### src/rtl/serial_adder_pkg.sv
// serial_adder_pkg: shared types and helpers for the bit-serial adder.
//   state_t : control FSM states (IDLE/RUN/DONE, encoded 0/1/2)
//   maj3    : three-input majority, the carry function of a full adder
package serial_adder_pkg;

  typedef enum logic [1:0] {
    ST_IDLE = 2'd0,
    ST_RUN  = 2'd1,
    ST_DONE = 2'd2
  } state_t;

  function automatic logic maj3(input logic x, input logic y, input logic z);
    return (x & y) | (x & z) | (y & z);
  endfunction

endpackage

### src/rtl/serial_adder_full_adder.sv
// full_adder: single-bit combinational full adder (dataflow).
//   a, b, cin -> sum  : a ^ b ^ cin
//                cout : majority(a, b, cin)
module full_adder
  import serial_adder_pkg::*;
(
  input  logic a,
  input  logic b,
  input  logic cin,
  output logic sum,
  output logic cout
);

  assign sum  = a ^ b ^ cin;
  assign cout = maj3(a, b, cin);

endmodule

### src/rtl/serial_adder.sv
// serial_adder: LSB-first bit-serial adder, one bit per clock through a
// single full-adder cell and a carry flip-flop. Rebuilds a minuend from a
// difference and subtrahend (a = diff + b) for round-trip checking.
//   clk, rst_n      : clock, asynchronous active-low reset
//   start           : request, sampled only while idle
//   a_in, b_in, cin : operands and carry-in, captured on an accepted start
//   busy            : high while bits are being processed
//   done            : one-cycle pulse, sum/cout valid
//   sum, cout       : registered result, held until the next completion
module serial_adder
  import serial_adder_pkg::*;
#(
  parameter int unsigned WIDTH = 8
) (
  input  logic             clk,
  input  logic             rst_n,
  input  logic             start,
  input  logic [WIDTH-1:0] a_in,
  input  logic [WIDTH-1:0] b_in,
  input  logic             cin,
  output logic             busy,
  output logic             done,
  output logic [WIDTH-1:0] sum,
  output logic             cout
);

  localparam int unsigned    CW   = $clog2(WIDTH) + 1;
  localparam logic [CW-1:0]  LAST = CW'(WIDTH - 1);

  state_t           r_state;
  state_t           w_state_next;
  logic [WIDTH-1:0] r_a_sr;
  logic [WIDTH-1:0] r_b_sr;
  logic [WIDTH-1:0] r_sum_sr;
  logic [WIDTH-1:0] w_sum_sr_next;
  logic [WIDTH-1:0] r_sum;
  logic [CW-1:0]    r_cnt;
  logic             r_carry;
  logic             r_cout;
  logic             r_done;
  logic             w_s;
  logic             w_c;

  full_adder u_fa (
    .a    (r_a_sr[0]),
    .b    (r_b_sr[0]),
    .cin  (r_carry),
    .sum  (w_s),
    .cout (w_c)
  );

  always_ff @(posedge clk or negedge rst_n) begin
    if (!rst_n) r_state <= ST_IDLE;
    else        r_state <= w_state_next;
  end

  always_comb begin
    w_state_next = r_state;
    case (r_state)
      ST_IDLE: if (start)         w_state_next = ST_RUN;
      ST_RUN:  if (r_cnt == LAST) w_state_next = ST_DONE;
      ST_DONE:                    w_state_next = ST_IDLE;
      default:                    w_state_next = ST_IDLE;
    endcase
  end

  // Shift right and drop the new bit into the MSB; written as a shift plus
  // a bit overwrite so it stays legal when WIDTH is 1.
  always_comb begin
    w_sum_sr_next            = r_sum_sr >> 1;
    w_sum_sr_next[WIDTH-1]   = w_s;
  end

  always_ff @(posedge clk or negedge rst_n) begin
    if (!rst_n) begin
      r_a_sr   <= '0;
      r_b_sr   <= '0;
      r_sum_sr <= '0;
      r_sum    <= '0;
      r_cnt    <= '0;
      r_carry  <= 1'b0;
      r_cout   <= 1'b0;
      r_done   <= 1'b0;
    end else begin
      r_done <= 1'b0;
      case (r_state)
        ST_IDLE: begin
          if (start) begin
            r_a_sr   <= a_in;
            r_b_sr   <= b_in;
            r_carry  <= cin;
            r_cnt    <= '0;
            r_sum_sr <= '0;
          end
        end
        ST_RUN: begin
          r_a_sr   <= r_a_sr >> 1;
          r_b_sr   <= r_b_sr >> 1;
          r_sum_sr <= w_sum_sr_next;
          r_carry  <= w_c;
          r_cnt    <= r_cnt + CW'(1);
        end
        ST_DONE: begin
          r_sum  <= r_sum_sr;
          r_cout <= r_carry;
          r_done <= 1'b1;
        end
        default: ;
      endcase
    end
  end

  assign busy = (r_state == ST_RUN);
  assign done = r_done;
  assign sum  = r_sum;
  assign cout = r_cout;

endmodule

### config.mk
export PLATFORM = sky130hd
export DESIGN_NAME = serial_adder
export DESIGN_NICKNAME = d
export VERILOG_FILES = /design/src/rtl/serial_adder_pkg.sv /design/src/rtl/serial_adder_full_adder.sv /design/src/rtl/serial_adder.sv
export SDC_FILE = /design/constraint.sdc
export NUM_CORES = 1
export LEC_CHECK = 0
export CAP_MARGIN = 15
export CORE_UTILIZATION = 40
export CTS_CLUSTER_DIAMETER = 30
export DETAILED_ROUTE_END_ITERATION = 12
export GPL_TIMING_DRIVEN = 0
export SYNTH_ARGS = -nofsm -noshare
export SYNTH_HDL_FRONTEND = slang
export SYNTH_SLANG_ARGS = --single-unit
### constraint.sdc
create_clock -name clk -period 1.7 [get_ports clk]
set_input_delay 0.255 -clock clk [delete_from_list [all_inputs] [get_ports clk]]
set_output_delay 0.255 -clock clk [all_outputs]
set_load 0.01 [all_outputs]
### After elaboration in Yosys (flattened, before gate mapping)

Cells that the tools add are included.

| word-level totals | value |
|---|---|
| register bits | 41 |
| input bits | 20 |
| output and inout port bits | 11 |
| word-level logic and storage cells | 40 |

| cells by class | value |
|---|---|
| $add $sub $neg | 1 |
| eq/ne operators | 5 |
| multiplexer cells | 14 |
| bitwise gates (word level) | 7 |
| reduce and logical (&&, ||, !) cells | 4 |

Operators with widths:

| operator | count |
|---|---|
| $pmux 8 s2 | 3 |
| $mux 8 | 3 |
| $pmux 4 s2 | 1 |
| $add 4x1->4 const B | 1 |
| $eq 4x3->1 const B | 1 |
| $mux 2 | 2 |
| $mux 4 | 1 |
| $pmux 2 s2 | 1 |
| $reduce_and 2->1 | 2 |
| $and 1x1->1 | 3 |
| $eq 2x1->1 const B | 1 |
| $eq 2x2->1 const B | 1 |
| $logic_not 2->1 | 1 |
| $mux 1 | 2 |
| $ne 2x1->1 const B | 1 |
| $ne 2x2->1 const B | 1 |
| $or 1x1->1 | 2 |
| $pmux 1 s2 | 1 |
| $reduce_bool 2->1 | 1 |
| $xor 1x1->1 | 2 |

### Depth between registers and ports, before layout

Gate-level depths: netlist of the first run.

| depth | value |
|---|---|
| depth after elaboration | 4 |
| depth in mapped cells | 5 |
| mapped depth without buffers | 4 |

### Modules after synthesis

From an unflattened synthesis of the first run, not the netlist that was laid out.

| second synthesis, totals | value |
|---|---|
| cell total of the unflattened synthesis | 159 |
| area, all modules | 1844.3 um^2 |

Modules (own cells, without submodules):

| module | times used | cells each | area an instance (um^2) | sequential area each (um^2) |
|---|---|---|---|---|
| serial_adder | 1 | 158 | 1824.2 | 1026.0 |
| full_adder | 1 | 1 | 20.0 | 0.0 |

### Worst setup path after synthesis of the first run

OpenSTA, ideal clock, no wires.

| timing | value |
|---|---|
| path kind | register -> register |
| from | reg r_state[1] |
| to | reg r_sum_sr[0] |
| library setup time | 0.121 ns |
| arrival time | 1.067 ns |
| setup slack | 0.512 ns |
| stages on the path, launching flop included | 5 |
| buffers on the path | 2 |
| clock period less this slack | 1.188 ns |
| path through | dfrtp_1 -> buf_2 -> o21bai_1 -> buf_2 -> a22o_1 |

| on the way | value |
|---|---|
| longest elaborated chain between the ends | 3 |

Ends and longest elaborated chain:

| item | RTL line | source |
|---|---|---|
| from (decl) | serial_adder.sv:30 | `state_t r_state;` |
| from (signal assigned) | serial_adder.sv:54 | `else r_state <= w_state_next;` |
| $eq 2x1->1 or $logic_not 2->1 (tied branches) | serial_adder.sv:86 | `case (r_state)` |
| $reduce_bool 2->1 (no source line) or $ne 2x2->1 (tied branches) | -- |  |
| $reduce_and 2->1 (no source line) | -- |  |
| to (signal assigned) | serial_adder.sv:99 | `r_sum_sr <= w_sum_sr_next;` |
| to (decl) | serial_adder.sv:34 | `logic [WIDTH-1:0] r_sum_sr;` |

Parallel ways exist; a longest one is shown, timed or not.
A chain may end at the register's enable or synchronous reset.

### Worst setup path after layout of the first run

| timing | value |
|---|---|
| from | in start |
| to | reg r_a_sr[5] |

| on the way | value |
|---|---|
| longest elaborated chain between the ends | 2 |

Ends and longest elaborated chain:

| item | RTL line | source |
|---|---|---|
| from (decl) | serial_adder.sv:17 | `input logic start,` |
| $ne 2x2->1 (no source line) | -- |  |
| $reduce_and 2->1 (no source line) | -- |  |
| to (signal assigned) | serial_adder.sv:89 | `r_a_sr <= a_in;` |
| to (signal assigned) | serial_adder.sv:97 | `r_a_sr <= r_a_sr >> 1;` |
| to (decl) | serial_adder.sv:32 | `logic [WIDTH-1:0] r_a_sr;` |

Every way passes these cells.

==> results.md, run 1 <==
- Worst Hold Slack: 101.2 ps
- Highest-count cells in the layout ignoring fill and taps: dfrtp_1, clkdlybuf4s50_1, a21oi_1, nor2b_1, a22oi_1
- First-pass DRT Iterations: 4
- Share of cell area taken by muxes after synthesis: 0.05544
- Crit Path Max Fanout: 10
- Sequential element share of the synthesized area: 0.5683
- Net count of the finished layout: 220
- Relative slew slack: 0.3887
- Area fraction in compound gates after synthesis: 0.2308
- Count of final hold-check violations: 0
- Max Clk Rate: 0.6457 GHz
- Post-layout min period: 1549 ps
- Worst Skew: 6.561 ps
- Placement Rows: 24
- Overall routing resource usage: 0.1794
- Worst path cell trace: clkdlybuf4s50_1, clkbuf_1, nor2b_1, a21oi_1, o21ai_1
- Number of max-slew violations in the final report: 0
- Final critical-path setup slack: 151.4 ps
- Final number of setup-violating endpoints: 0
- Routed wire length: 3.967 mm
- Sinks on Clock Net: 41
- CTS tree: built
- Vert. Die Dim: 69.19 um
- XOR/XNOR Fraction of Synth Area: 0
- Total congestion overflow after global routing: 0
- Number of distinct library cell variants in the gate-level netlist after synthesis: 25
- Overall via count from detail_route: 1395
- Slowest cell delay on critical path: 690 ps
- Pin count of the biggest net entering global routing: 42
- Die Footprint: 4787 um^2
- Share of post-route cells with drive strength above 1: 0.1307
- Slew at the pin closest to its max-slew limit: 917.0 ps
- Nature of the critical path startpoint: primary input
- Cells after synthesis: 161
- First-pass GRT wire length: 6.748 mm
- Root buffer cell: clkbuf_8
- Clock-pin slew reported for the worst setup and hold paths after clock tree synthesis: 80 ps
- Outcome: finished, final reports clean
- Post-route clock period utilization: 0.9110
- Most common library cell in the layout ignoring fill and taps: dfrtp_1
- Starting utilization of the core area: 0.4147
- Number of buffers created by CTS: 5
- CP Capture Type: flip-flop
- Post-Syn Nets: 183
- Top-Level Pins: 31
- Highest ir drop seen on vdd: 0.0005196 V
- Setup slack after placement: -150.6 ps
- Register bit total from synthesis: 41
- Slowest library cell on the worst path: clkdlybuf4s50_1
- Dominant combinational cell family by area after synthesis: compound AO/OA/AOI/OAI gates
- DRT antenna net count: 0
- Synth Area per Inst: 11.21 um^2
- Total inserted antenna cells: 0
- Insertion delay to the later sink of the worst-skew pair: 290 ps
- Initial antenna violation count: 0
- Count of synthesis-stage warnings from yosys: 0
- Wire length per cell after detailed routing: 15.80 um
- Maximum level of the CTS H-tree: 2
- Via count of the first global-routing pass: 1391
- WP data arrival: 1710 ps
- DRC marker count from the first detailed-route iteration: 96
- Number of DRC violations after detailed routing: 0
- Syn Std Cell Area: 1805 um^2
- Max-capacitance violation count: 0
- I/O Buffers: 30
- Die width: 69.19 um
- Detailed Place HPWL: 2.725 mm
- Layout-stage area growth over the synthesis result: 26.20%
- Standard cell core area: 4354 um^2
- Average via count per standard cell: 5.558
- Leakage: 0.9966 nW
- Synthesized-area fraction occupied by and/or/nand/nor cells: 0.08593
- Weighted congestion at the end of routability-driven global placement: 0.7842
- Filler cell count: 381
- Required time of the worst setup path: 1860 ps
- Unrepaired setup endpoints after global routing: false
- Critical path class: in2reg
- Worst-case clock buffer depth: 2
- Hold crit path type: in2async
- Pwr per Cell Area: 1648 nW/um^2
- Adder-Cell Fraction of Synth Area: 0.01802
==> path summary, 6_finish.rpt <==
path | from | endpoint | slack, ps | depth (start not counted)
max in group asynchronous | rst_n | r_state[0] | 1040 | 1
hold reg to reg | cout | cout | 490 | 2
hold / removal | rst_n | sum[1] | 100 | 1
setup / recovery | start | r_a_sr[5] | 150 | 5
setup reg to reg | r_state[0] | r_b_sr[1] | 270 | 6
min in group clk | cout | cout | 490 | 2
==> registers in the layout, indices dropped and copies added, names as in the netlist <==
| signal | cells |
|---|---|
| done | 1 |
| cout | 1 |
| r_cnt | 4 |
| sum | 8 |
| r_a_sr | 8 |
| r_state | 2 |
| r_b_sr | 8 |
| r_carry | 1 |
| r_sum_sr | 8 |
==> layer usage <==
metal / GRT usage / wire length [um] / vias up
met3: 0.03052 / 116 / 5
li1: - / - / 654
met1: 0.2438 / 1863 / 700
met4: 0.06576 / 40 / 0
met2: 0.2891 / 1947 / 36
met5: 0 / 0 / -
==> power breakdown <==
part	leakage (nW)	internal, mW	switching [mW]
Clock	0.0542	0.367	0.329
Sequential	0.542	1.35	0.267
Combinational	0.400	0.715	0.730
==> cell usage after synthesis <==
master	number	share of area
dfrtp_1	41	0.57
a21oi_1	15	0.042
a22oi_1	15	0.062
nor2b_1	15	0.052
o21ai_1	11	0.030
a22o_1	9	0.044
o21ai_0	9	0.025
mux2_2	8	0.050
buf_2	6	0.017
nand2_1	6	0.012
a2bb2oi_1	4	0.019
clkbuf_1	4	0.0083
inv_1	4	0.0083
nand2b_1	3	0.010
and2_1	1	0.0035
buf_6	1	0.0062
fa_1	1	0.011
ha_1	1	0.0069
inv_2	1	0.0021
mux2i_1	1	0.0055
nand3_1	1	0.0028
nor2_1	1	0.0021
nor3_1	1	0.0028
o21bai_1	1	0.0042
o31ai_1	1	0.0042
==> worst max-delay path: cells and delay by family <==
family	cells	cell delay [ps]
compound gates	2	210
simple gates	1	110
buf+inv	2	1120
==> per-stage QoR <==
stage	cell area [um^2]	power (mW)	util	cells	TNS [ps]
after floorplan	1805	2.498	-	161	0
after global placement	2171	2.965	0.4986	243	-26190
after detailed placement	2166	3.049	0.4974	243	-2498
after CTS	2278	3.795	0.5233	251	0
after global routing	2278	4.050	0.5233	251	0
final	2278	3.755	0.5233	251	0
==> layout make-up <==
cell class	count	area (um^2)	area share
multi-input combinational	104	711.9	0.3125
tap	52	65.06	0.02856
inverter	5	21.27	0.009336
sequential	41	1026	0.4503
clock inverter	1	5.005	0.002197
clock buffer	7	96.34	0.04228
timing repair buffer	31	301.5	0.1323
buffer	10	51.30	0.02252
==> what timing repair did <==
action                                  4_1_cts  5_1_grt
hold buffers                                  0        0
endpoints found under the setup margin        1        0
resized for setup                             4        0
setup buffers                                 1        0
==> logic make-up (layout without fill, tap and decap cells) <==
group,count (synthesis),in the layout
flops,41,41
compound gates,65,65
mux,9,9
simple gates,28,28
fa+ha+maj,2,2
buf+inv,16,54
No activity file was read; power rests on OpenSTA's default activity.
==> inputs of run 2 (changes only) <==
Settings changed: CORE_UTILIZATION 40 to 29.
==> run 2 against run 1 <==
Total power increased by 2.2%. Count of clock-buffer cells in the layout unchanged. Sequential power about the same. Via count decreased by 4.2%. Wire length decreased by 4.8%. Maximum frequency increased by 2.6%. Setup slack improved by 39 ps. Highest routed layer unchanged. Core utilization decreased by 13 points.
==> results.md, run 2 (synthesis gave the netlist of run 1 again) <==
- Outcome: finished, final reports clean
- Pwr per Cell Area: 1631 nW/um^2
- Highest-count cells in the layout ignoring fill and taps: dfrtp_1, clkdlybuf4s50_1, a21oi_1, nor2b_1, a22oi_1
- Filler cell count: 609
- Worst path cell trace: clkdlybuf4s50_1, nor2b_1, buf_2, buf_6, a21oi_1, o21ai_1
- Overall via count from detail_route: 1337
- Routed wire length: 3.778 mm
- CP Capture Type: flip-flop
- Count of final hold-check violations: 0
- Number of max-slew violations in the final report: 0
- Nature of the critical path startpoint: primary input
- Slew at the pin closest to its max-slew limit: 462.6 ps
- Leakage: 1.014 nW
- Share of post-route cells with drive strength above 1: 0.1294
- Worst Skew: 5.288 ps
- Required time of the worst setup path: 1910 ps
- Worst Hold Slack: 361.4 ps
- Most common library cell in the layout ignoring fill and taps: dfrtp_1
- First-pass DRT Iterations: 4
- Placement Rows: 28
- Startpoint of the worst register-to-register path: r_state[1]
- Overall routing resource usage: 0.1300
- Setup TNS Final: 0 ps
- Final core utilization: 0.3950
- Die width: 80.91 um
- Initial antenna violation count: 0
- First-pass GRT wire length: 6.244 mm
- Crit Path Max Fanout: 10
- Standard cell core area: 5956 um^2
- Post-route clock period utilization: 0.8878
- Top-Level Pins: 31
- Sinks on Clock Net: 41
- Pin count of the biggest net entering global routing: 33
- Post-layout min period: 1509 ps
- Layout-stage area growth over the synthesis result: 30.28%
- Weighted congestion at the end of routability-driven global placement: 0.7080
- Number of buffers created by CTS: 5
- Clock-pin slew reported for the worst setup and hold paths after clock tree synthesis: 70 ps
- Critical path class: in2reg
- DRT antenna net count: 0
- Insertion delay to the later sink of the worst-skew pair: 290 ps
- I/O Buffers: 30
- Starting utilization of the core area: 0.3032
- Average via count per standard cell: 4.844
- Detailed Place HPWL: 2.580 mm
- Max Clk Rate: 0.6626 GHz
- WP data arrival: 1720 ps
- Number of DRC violations after detailed routing: 0
- Slowest library cell on the worst path: clkdlybuf4s50_1
- Relative slew slack: 0.6916
- Net count of the finished layout: 222
- Final number of setup-violating endpoints: 0
- Worst Reg-to-Reg Cells: 6
- Highest ir drop seen on vdd: 0.0005913 V
- Slowest cell delay on critical path: 700 ps
- Unrepaired setup endpoints after global routing: false
- Flop-to-flop setup slack: 290 ps
- Via count of the first global-routing pass: 1316
- Total inserted antenna cells: 0
- Total congestion overflow after global routing: 0
- Die Footprint: 6546 um^2
- Worst-case clock buffer depth: 2
- Root buffer cell: clkbuf_8
- Maximum level of the CTS H-tree: 2
- Max-capacitance violation count: 0
- Worst reg2reg path endpoint: r_b_sr[3]
- DRC marker count from the first detailed-route iteration: 61
- Vert. Die Dim: 80.91 um
- CTS tree: built
- Hold crit path type: in2async
- Wire length per cell after detailed routing: 13.69 um
## run 2: cell count changes in the layout (fill, tap and decap cells not counted), sizes merged
| cell | previous run | this run |
|---|---|---|
| buf | 8 | 9 |
| bufinv | 0 | 1 |
| dlygate4sd3 | 0 | 1 |
| clkinv | 1 | 0 |
## run 2: report_power, final
group          switching (mW)  leakage, nW  internal (mW)
registers               0.270        0.542           1.35
logic                   0.694        0.414          0.716
clock network           0.331       0.0585          0.479
## run 2: stage by stage
| step | setup WS, ps | cell area [um^2] | std cells | power, mW |
|---|---|---|---|---|
| global route | 45.66 | 2352 | 276 | 4.128 |
| floorplan | 512.0 | 1805 | 161 | 2.498 |
| finish | 190.8 | 2352 | 276 | 3.836 |
| detailed placement | -189.6 | 2215 | 267 | 3.033 |
| CTS | 184.9 | 2352 | 276 | 3.882 |
| global placement | -705.4 | 2200 | 266 | 2.984 |
## run 2: worst max-delay path by stage
stage                   to        from  slack, ps  cells past startpoint
4_1_cts          r_b_sr[5]       start        180                      6
3_5_place_dp          busy  r_state[1]       -190                      4
3_3_place_gp     r_a_sr[5]       rst_n       -710                      1
2_1_floorplan  r_sum_sr[0]  r_state[1]        510                      4
6_report         r_b_sr[5]       start        190                      6
5_1_grt          r_a_sr[4]       start         50                      5
## run 2: area by class of cell
type | instances | area (um^2) | area share
plain buffers | 10 | 51.30 | 0.02181
clock buffers | 7 | 86.33 | 0.03670
clock inverters | 1 | 30.03 | 0.01277
inverters | 5 | 21.27 | 0.009043
multi-input cells | 104 | 711.9 | 0.3027
flip-flops and latches | 41 | 1026 | 0.4362
well taps | 75 | 93.84 | 0.03989
repair buffers | 33 | 331.6 | 0.1410
## run 2: routing by layer
metal,wire (um),up-vias,track usage
li1,-,658,-
met2,1737,28,0.2101
met1,1820,646,0.1625
met3,165,5,0.03371
met5,0,-,0
met4,55,0,0.05893
## run 2: repair_timing
action                     CTS  global route
setup buffers                1             0
setup endpoints to repair    1             0
hold buffers                 1             0
gates resized for setup      4             0
hold endpoints to repair     9             0
## run 2: critical path, delay by kind of cell
family / cells / cell delay [ps]
AND/OR/NAND/NOR: 1 / 170
buffers and inverters: 3 / 1090
AO/OA/AOI/OAI: 2 / 200
==> inputs of run 3 (changes only) <==
Settings changed: DONT_BUFFER_PORTS set to 1.
==> run 3 against run 2 <==
Count of clock-buffer cells in the layout down 2. Die area is the same. Non-clock buffer count decreased by 30. Largest power group unchanged. Final cell count decreased by 11%. Sequential share of layout area rose by 7.2 points. Wire length decreased by 2.9%. Maximum frequency down 5.2%. Clock power is 23% lower. Global-route usage is 0.32 points lower. Highest routed layer unchanged. Hold slack worse by 220 ps. Core utilization down 5.6 points.
==> results.md, run 3 (synthesis gave the netlist of run 1 again) <==
- Die width: 80.91 um
- Final instance count without filler cells: 246
- Root buffer cell: clkbuf_8
- Overall routing resource usage: 0.1268
- Maximum level of the CTS H-tree: 2
- Number of DRC violations after detailed routing: 0
- Nature of the critical path startpoint: flip-flop
- Pin count of the biggest net entering global routing: 42
- Count of final hold-check violations: 0
- Slew at the pin closest to its max-slew limit: 480.0 ps
- I/O Buffers: 0
- Net count of the finished layout: 192
- Worst Hold Slack: 141.7 ps
- CP Capture Type: output pin
- Starting utilization of the core area: 0.3032
- Crit Path Max Fanout: 10
- Detailed Place HPWL: 2.482 mm
- Worst Reg-to-Reg Cells: 4
- Setup TNS Final: 0 ps
- Clock-pin slew reported for the worst setup and hold paths after clock tree synthesis: 80 ps
- Overall via count from detail_route: 1244
- Critical path class: reg2out
- Post-route clock period utilization: 0.9362
- Number of max-slew violations in the final report: 0
- Via count of the first global-routing pass: 1321
- Sinks on Clock Net: 41
- Highest ir drop seen on vdd: 0.0006850 V
- Max-capacitance violation count: 0
- Most common library cell in the layout ignoring fill and taps: dfrtp_1
- Unrepaired setup endpoints after global routing: false
- Weighted congestion at the end of routability-driven global placement: 0.7108
- Relative slew slack: 0.6800
- Worst Skew: 6.647 ps
- First-pass GRT wire length: 6.258 mm
- DRT antenna net count: 0
- Routed wire length: 3.670 mm
- Leakage: 0.8854 nW
- Finished Cell Area: 2018 um^2
- Die Footprint: 6546 um^2
- Wire length per cell after detailed routing: 14.92 um
- Filler cell count: 607
- Final core utilization: 0.3389
- Initial antenna violation count: 0
- Average via count per standard cell: 5.057
- Register area: 1026 um^2
- Hold crit path type: in2reg
- Placement Rows: 28
- Max Clk Rate: 0.6283 GHz
- First-pass DRT Iterations: 4
- Outcome: finished, final reports clean
- Standard cell core area: 5956 um^2
- Total congestion overflow after global routing: 0
- Post-layout min period: 1591 ps
- CTS tree: built
- Layout-stage area growth over the synthesis result: 11.78%
- WP data arrival: 1340 ps
- Cell Area, Placed: 1899 um^2
- Insertion delay to the later sink of the worst-skew pair: 290 ps
- Worst-case clock buffer depth: 2
- Area occupied by multi-input gates: 704.4 um^2
- Vert. Die Dim: 80.91 um
- Required time of the worst setup path: 1440 ps
- Total inserted antenna cells: 0
- Cell count after placement: 236
- Final number of setup-violating endpoints: 0
- Pwr per Cell Area: 1687 nW/um^2
- Number of buffers created by CTS: 5
- Share of post-route cells with drive strength above 1: 0.1462
- Top-Level Pins: 31
- WHS Path Cells: 2
- DRC marker count from the first detailed-route iteration: 70
- Highest-count cells in the layout ignoring fill and taps: dfrtp_1, a21oi_1, nor2b_1, a22oi_1, o21ai_1
## run 3: worst max-delay path: stages, from the launching register on
cell      delay (ps)
dfrtp_1          410
nand2b_1         260
inv_2            140
clkbuf_4         240
## run 3: what timing repair did
item / CTS / global route
setup endpoints to repair: 0 / 1
hold endpoints to repair: 41 / 0
gates resized for setup: 0 / 1
buffers inserted: 0 / 0
hold buffers: 2 / 0
## run 3: path summary, 6_finish.rpt
path                        startpoint          end  slack (ps)
setup / recovery            r_state[1]         busy         110
hold / removal                 a_in[0]    r_a_sr[0]         140
setup reg to reg            r_state[1]    r_a_sr[1]         320
hold reg to reg            r_sum_sr[0]  r_sum_sr[0]         510
max in group asynchronous        rst_n    r_a_sr[1]        1080
min in group asynchronous        rst_n  r_sum_sr[1]         420
## run 3: metal layers
layer	up-vias	global-route usage	wire length [um]	part of all wire
met3	8	0.05281	266	0.072
met4	0	0.04821	49	0.013
met2	29	0.1924	1661	0.45
li1	597	-	-	-
met5	-	0	0	0
met1	610	0.1597	1693	0.46
## run 3: metrics by stage
stage / setup slack [ps] / power, mW
final: 108.5 / 3.404
after global routing: 2.528 / 3.707
after CTS: 41.43 / 3.450
after detailed placement: 313.7 / 2.786
after global placement: 338.0 / 2.752
after floorplan: 512.0 / 2.498
## run 3: final cells by class
class / count / area share
inverter: 5 / 0.009299
clock buffer: 5 / 0.03410
multi-input combinational: 104 / 0.3490
sequential: 41 / 0.5084
clock inverter: 3 / 0.008679
timing repair buffer: 2 / 0.01488
tap: 75 / 0.04650
buffer: 11 / 0.02914
## run 3: power breakdown
part           internal [mW]  switching [mW]
clock                  0.283           0.337
combinational          0.525           0.602
sequential              1.35           0.310
